<file path="src/rtl/aes_pkg.sv">
// Shared AES decryption helpers: GF(2^8) constant multipliers, the row-major
// byte-position helper for 128-bit states, and FSM state encodings.
package aes_pkg;

    localparam logic [1:0] ST_IDLE = 2'd0;
    localparam logic [1:0] ST_BUSY = 2'd1;
    localparam logic [1:0] ST_DONE = 2'd2;

    function automatic logic [7:0] xtime(input logic [7:0] b);
        return {b[6:0], 1'b0} ^ (b[7] ? 8'h1b : 8'h00);
    endfunction

    function automatic logic [7:0] gf_mul9(input logic [7:0] b);
        logic [7:0] x2, x4, x8;
        x2 = xtime(b);
        x4 = xtime(x2);
        x8 = xtime(x4);
        return x8 ^ b;
    endfunction

    function automatic logic [7:0] gf_mul11(input logic [7:0] b);
        logic [7:0] x2, x4, x8;
        x2 = xtime(b);
        x4 = xtime(x2);
        x8 = xtime(x4);
        return x8 ^ x2 ^ b;
    endfunction

    function automatic logic [7:0] gf_mul13(input logic [7:0] b);
        logic [7:0] x2, x4, x8;
        x2 = xtime(b);
        x4 = xtime(x2);
        x8 = xtime(x4);
        return x8 ^ x4 ^ b;
    endfunction

    function automatic logic [7:0] gf_mul14(input logic [7:0] b);
        logic [7:0] x2, x4, x8;
        x2 = xtime(b);
        x4 = xtime(x2);
        x8 = xtime(x4);
        return x8 ^ x4 ^ x2;
    endfunction

    // MSB index of byte (row r, column c); {r, c, 3'b000} equals 8*(4r+c).
    function automatic logic [6:0] byte_pos(input logic [1:0] r, input logic [1:0] c);
        return 7'd127 - {r, c, 3'b000};
    endfunction

endpackage

</file>
<file path="src/rtl/inv_mix_column_word.sv">
// Combinational InvMixColumns on one 32-bit column, a0 in the MSB byte.
module inv_mix_column_word
    import aes_pkg::*;
(
    input  logic [31:0] col_in,
    output logic [31:0] col_out
);

    logic [7:0] a0, a1, a2, a3;

    assign a0 = col_in[31:24];
    assign a1 = col_in[23:16];
    assign a2 = col_in[15:8];
    assign a3 = col_in[7:0];

    assign col_out[31:24] = gf_mul14(a0) ^ gf_mul11(a1) ^ gf_mul13(a2) ^ gf_mul9(a3);
    assign col_out[23:16] = gf_mul9(a0)  ^ gf_mul14(a1) ^ gf_mul11(a2) ^ gf_mul13(a3);
    assign col_out[15:8]  = gf_mul13(a0) ^ gf_mul9(a1)  ^ gf_mul14(a2) ^ gf_mul11(a3);
    assign col_out[7:0]   = gf_mul11(a0) ^ gf_mul13(a1) ^ gf_mul9(a2)  ^ gf_mul14(a3);

endmodule

</file>
<file path="src/rtl/inv_mix_columns_seq.sv">
// Sequential InvMixColumns: COLS_PER_CYCLE shared column datapaths walk the
// work register under a valid/ready handshake; bypass serves the final round.
//
// state   | meaning
// IDLE    | in_ready=1, waiting for in_valid
// BUSY    | transforming column groups selected by col_cnt
// DONE    | out_valid=1, holding out_state until out_ready
module inv_mix_columns_seq
    import aes_pkg::*;
#(
    parameter int COLS_PER_CYCLE = 1
) (
    input  logic         clk,
    input  logic         asy_reset,
    input  logic         in_valid,
    output logic         in_ready,
    input  logic [127:0] in_state,
    input  logic         in_bypass,
    output logic         out_valid,
    input  logic         out_ready,
    output logic [127:0] out_state
);

    if (COLS_PER_CYCLE != 1 && COLS_PER_CYCLE != 2 && COLS_PER_CYCLE != 4) begin : g_bad_param
        $error("inv_mix_columns_seq: COLS_PER_CYCLE must be 1, 2 or 4");
    end

    logic [1:0]   state;
    logic [1:0]   col_cnt;
    logic [127:0] work;
    logic [127:0] work_nxt;
    logic         last_group;
    logic [1:0]   col_idx [COLS_PER_CYCLE];
    logic [31:0]  col_in  [COLS_PER_CYCLE];
    logic [31:0]  col_out [COLS_PER_CYCLE];

    for (genvar g = 0; g < COLS_PER_CYCLE; g++) begin : g_col
        assign col_idx[g] = col_cnt + 2'(g);

        always_comb begin
            col_in[g] = '0;
            for (int r = 0; r < 4; r++) begin
                col_in[g][31-8*r -: 8] = work[byte_pos(2'(r), col_idx[g]) -: 8];
            end
        end

        inv_mix_column_word u_word (
            .col_in  (col_in[g]),
            .col_out (col_out[g])
        );
    end

    // Splice transformed columns back in; untouched columns pass through.
    always_comb begin
        work_nxt = work;
        for (int g = 0; g < COLS_PER_CYCLE; g++) begin
            for (int r = 0; r < 4; r++) begin
                work_nxt[byte_pos(2'(r), col_idx[g]) -: 8] = col_out[g][31-8*r -: 8];
            end
        end
    end

    assign last_group = (col_cnt == 2'(4 - COLS_PER_CYCLE));
    assign in_ready   = (state == ST_IDLE);
    assign out_valid  = (state == ST_DONE);

    always_ff @(posedge clk or negedge asy_reset) begin
        if (!asy_reset) begin
            state     <= ST_IDLE;
            col_cnt   <= 2'd0;
            work      <= '0;
            out_state <= '0;
        end else begin
            case (state)
                ST_IDLE: begin
                    if (in_valid) begin
                        work    <= in_state;
                        col_cnt <= 2'd0;
                        if (in_bypass) begin
                            out_state <= in_state;
                            state     <= ST_DONE;
                        end else begin
                            state <= ST_BUSY;
                        end
                    end
                end
                ST_BUSY: begin
                    work    <= work_nxt;
                    col_cnt <= col_cnt + 2'(COLS_PER_CYCLE);
                    if (last_group) begin
                        out_state <= work_nxt;
                        state     <= ST_DONE;
                    end
                end
                ST_DONE: begin
                    if (out_ready) begin
                        state <= ST_IDLE;
                    end
                end
                default: state <= ST_IDLE;
            endcase
        end
    end

endmodule
</file>
<file path="config.mk">
export PLATFORM = sky130hd
export DESIGN_NAME = inv_mix_columns_seq
export DESIGN_NICKNAME = d
export VERILOG_FILES = /design/src/rtl/aes_pkg.sv /design/src/rtl/inv_mix_column_word.sv /design/src/rtl/inv_mix_columns_seq.sv
export SDC_FILE = /design/constraint.sdc
export NUM_CORES = 1
export LEC_CHECK = 0
export ABC_AREA = 1
export BUFFER_PORTS_ARGS = -buffer_cell sky130_fd_sc_hd__buf_4
export CAP_MARGIN = 20
export CORE_ASPECT_RATIO = 1.75
export CORE_MARGIN = 1.5
export CORE_UTILIZATION = 47
export CTS_CLUSTER_SIZE = 25
export DETAILED_ROUTE_END_ITERATION = 8
export GPL_ROUTABILITY_DRIVEN = 0
export MAX_ROUTING_LAYER = met4
export PLACE_DENSITY = 0.68
export SLEW_MARGIN = 20
export SYNTH_ARGS = -nofsm -noshare
export SYNTH_HDL_FRONTEND = slang
export SYNTH_SLANG_ARGS = --single-unit
</file>
<file path="constraint.sdc">
create_clock -name clk -period 6.5 [get_ports clk]
set_clock_uncertainty 0.15 [all_clocks]
set_input_delay 1.3 -clock clk [delete_from_list [all_inputs] [get_ports clk]]
set_output_delay 1.3 -clock clk [all_outputs]
set_load 0.02 [all_outputs]
</file>
==> metrics.txt <==
fraction of synthesis flops using an asynchronous set or reset pin 100.0%; drt first pass iters 7; synthesized-area fraction occupied by adder cells 0.2791%; Tightest Pin Transition 1092 ps; maximum level of the CTS H-tree 1; post-synth top area cell sky130_fd_sc_hd__dfrtp_1; combinational family with the most area after synthesis simple AND/OR/NAND/NOR gates; total of endpoints with negative setup slack in the final report 0; worst path arrival time between 4000 and 5000 ps; final setup TNS 0 ps; Synth Area per Inst between 6 and 7 µm²; area growth from synthesis to final layout 17.16%; Clock Root Buffer sky130_fd_sc_hd__clkbuf_16; total routed wirelength 73.87 mm; die extent in x 150.7 µm; number of synthesized register bits 260; violation count after the first detailed-route iteration roughly 2.2k; number of placed I/O pins about 260; max capacitance violation total 0; class of the tightest hold or removal check register to register; initial standard-cell utilization of the core 47.65%; Hold-fix buffers, CTS 0; Reg clk slew, reported paths 80 ps; sequential fraction of the synthesis area 36.28%; Crit Path Max Fanout 69; detailed placement HPWL 51.99 mm; Startpoint Class register; fraction of synthesized area in multiplexers 0%; number of vias in the routed layout roughly 20k; setup repair after global routing missed its margin false; via count of the first global-routing pass 18.99k; clock latency on the worst-skew pair just under 600 ps; critical setup path kind register to register; number of placement rows 94; gate count of the mapped netlist 2,719; Post-Syn Area 0.01793 mm²; area enclosed by the die boundary 0.03939 mm²; fraction of post-synthesis cell area in the top cell type by area 36.28%; I/O Buffers 262; final hold vios 0; largest net degree at the start of global routing around 140; number of buffers created by CTS 26; post-route antenna net violation count 0; final critical-path share of the clock period 70.37%; Unique masters post-synth 35; critical path data required time 6820 ps; cts repair resizes 0; area occupied by multi-input gates roughly 0.010 mm²; global-route congestion overflow total 0; Max Freq 218.6 MHz; wire length of the first global-routing pass 110.7 mm; most frequent cells in the layout sky130_fd_sc_hd__nand2_1, sky130_fd_sc_hd__nand3_1, sky130_fd_sc_hd__buf_4, sky130_fd_sc_hd__dfrtp_1, sky130_fd_sc_hd__a21oi_1; number of slew-limit violations in the final report 0; clock tree buffer depth 3; nets@finish 3,030; commonest non-fill, non-tap cell in the layout sky130_fd_sc_hd__nand2_1; area of all sequential standard cells 0.006510 mm²; total of fill cells in the finished design 3,682; CP endpoint kind register; clock period minus final worst setup slack 4574 ps; number of clock sinks 260; biggest area contributors in the synthesized netlist sky130_fd_sc_hd__dfrtp_1, sky130_fd_sc_hd__nand2_1, sky130_fd_sc_hd__nand3_1; number of antenna violations at the first check in global routing 1; number of synthesized flops with an enable pin 0; Rel. slew slack 27.23%; xor/xnor share of the synthesized area 5.972%; fraction of layout cells with a size suffix above 1 16.82%; vertical die dimension 261.4 µm; core area 0.03764 mm²; post-synthesis share of cell area spent on and, or, nand and nor gates 46.07%; status finished clean; per-cell routed wire length 21.77 µm; number of vias per cell after detailed routing ~5.8; remaining design rule violation count 0; Total Routing Usage GR 38.53%; number of warnings printed during yosys synthesis 0; top flip-flop cell by instance count after synthesis sky130_fd_sc_hd__dfrtp_1; total nets after synthesis 2,856; setup bufs post-CTS 0; TritonCTS clock tree built; fraction of the mapped netlist area in compound gates just under 6%
[through the flow]
step / util [%] / setup slack, ps / hold slack [ps] / area (µm²) / std cells
floorplan: - / 3803 / 320.8 / 17930 / 2719
global placement: 53.45 / 2091 / 316.6 / 20120 / 3344
detailed placement: 53.45 / 2080 / 316.1 / 20120 / 3344
CTS: 55.75 / 2044 / 333.0 / 20980 / 3392
global route: 55.83 / 1716 / 350.1 / 21010 / 3394
finish: 55.83 / 1926 / 328.9 / 21010 / 3394
[registers in the layout, summed over array words and instances, names as in the netlist]
register,count
out_state,128
work,128
col_cnt,2
state,2
[Yosys cell counts, types with 17 or more instances]
| cell type | count |
|---|---|
| sky130_fd_sc_hd__nand2_1 | 1263 |
| sky130_fd_sc_hd__nand3_1 | 412 |
| sky130_fd_sc_hd__dfrtp_1 | 260 |
| sky130_fd_sc_hd__a21oi_1 | 105 |
| sky130_fd_sc_hd__or2_2 | 104 |
| sky130_fd_sc_hd__inv_1 | 85 |
| sky130_fd_sc_hd__clkbuf_1 | 83 |
| sky130_fd_sc_hd__nand4_1 | 68 |
| sky130_fd_sc_hd__xor2_1 | 57 |
| sky130_fd_sc_hd__xnor2_1 | 51 |
| sky130_fd_sc_hd__o21ai_1 | 31 |
| sky130_fd_sc_hd__nand2_2 | 27 |
| sky130_fd_sc_hd__nor2_1 | 25 |
| sky130_fd_sc_hd__a22oi_1 | 23 |
| sky130_fd_sc_hd__buf_2 | 21 |
| sky130_fd_sc_hd__buf_1 | 18 |
| sky130_fd_sc_hd__o21ai_0 | 17 |
[cell families after synthesis]
kind of cell | Yosys count
buf+inv | 232
flops | 260
simple gates | 1913
xor+xnor | 115
compound gates | 195
fa+ha+maj | 4
[worst max-delay path: stages, from the launching register on]
cell                       delay (ps)
sky130_fd_sc_hd__dfrtp_4          770
sky130_fd_sc_hd__clkinv_2         500
sky130_fd_sc_hd__buf_12           340
sky130_fd_sc_hd__nand2_1          320
sky130_fd_sc_hd__nand2_1           90
sky130_fd_sc_hd__nand2_1           70
sky130_fd_sc_hd__nand2_1          120
sky130_fd_sc_hd__nand2_1           80
sky130_fd_sc_hd__nand2_1          100
sky130_fd_sc_hd__nand2_1           90
sky130_fd_sc_hd__nand2_1          180
sky130_fd_sc_hd__nand2_1          110
sky130_fd_sc_hd__nand2_1          140
sky130_fd_sc_hd__xnor2_1          490
sky130_fd_sc_hd__nand3_1          320
sky130_fd_sc_hd__nand4_1          210
sky130_fd_sc_hd__nand2_1          130
sky130_fd_sc_hd__nand3_1          130
sky130_fd_sc_hd__nand2_1           70
[final cells by class]
cell class,count,area share (%)
timing repair buffer,284,10.46
antenna,1,0.01191
clock buffer,30,3.317
sequential,260,30.98
tap,480,2.858
clock inverter,18,0.8039
multi-input combinational,2227,49.85
inverter,94,1.721
[metal layers]
metal | global-route usage (%) | share of wire [%] | wire length [µm]
met1 | 43.39 | 35 | 26080
met2 | 60.67 | 47 | 34770
met3 | 7.561 | 8.8 | 6524
met4 | 27.83 | 8.8 | 6496
met5 | - | 0 | 0
[worst paths after layout]
kind	start	endpoint	slack (ps)	cells after the start
max	col_cnt[0]$_DFFE_PN0P_	work[35]$_DFFE_PN0P_	1930	18
min	out_state[22]$_DFFE_PN0P_	out_state[22]$_DFFE_PN0P_	330	2
max reg2reg	col_cnt[0]$_DFFE_PN0P_	work[35]$_DFFE_PN0P_	1930	18
min reg2reg	out_state[22]$_DFFE_PN0P_	out_state[22]$_DFFE_PN0P_	330	2
max in group asynchronous	asy_reset	out_state[99]$_DFFE_PN0P_	4100	2
min in group asynchronous	asy_reset	out_state[24]$_DFFE_PN0P_	700	1
Power is not shown: default switching activity piles up to over one toggle a cycle in this logic, so the estimate is an artifact.
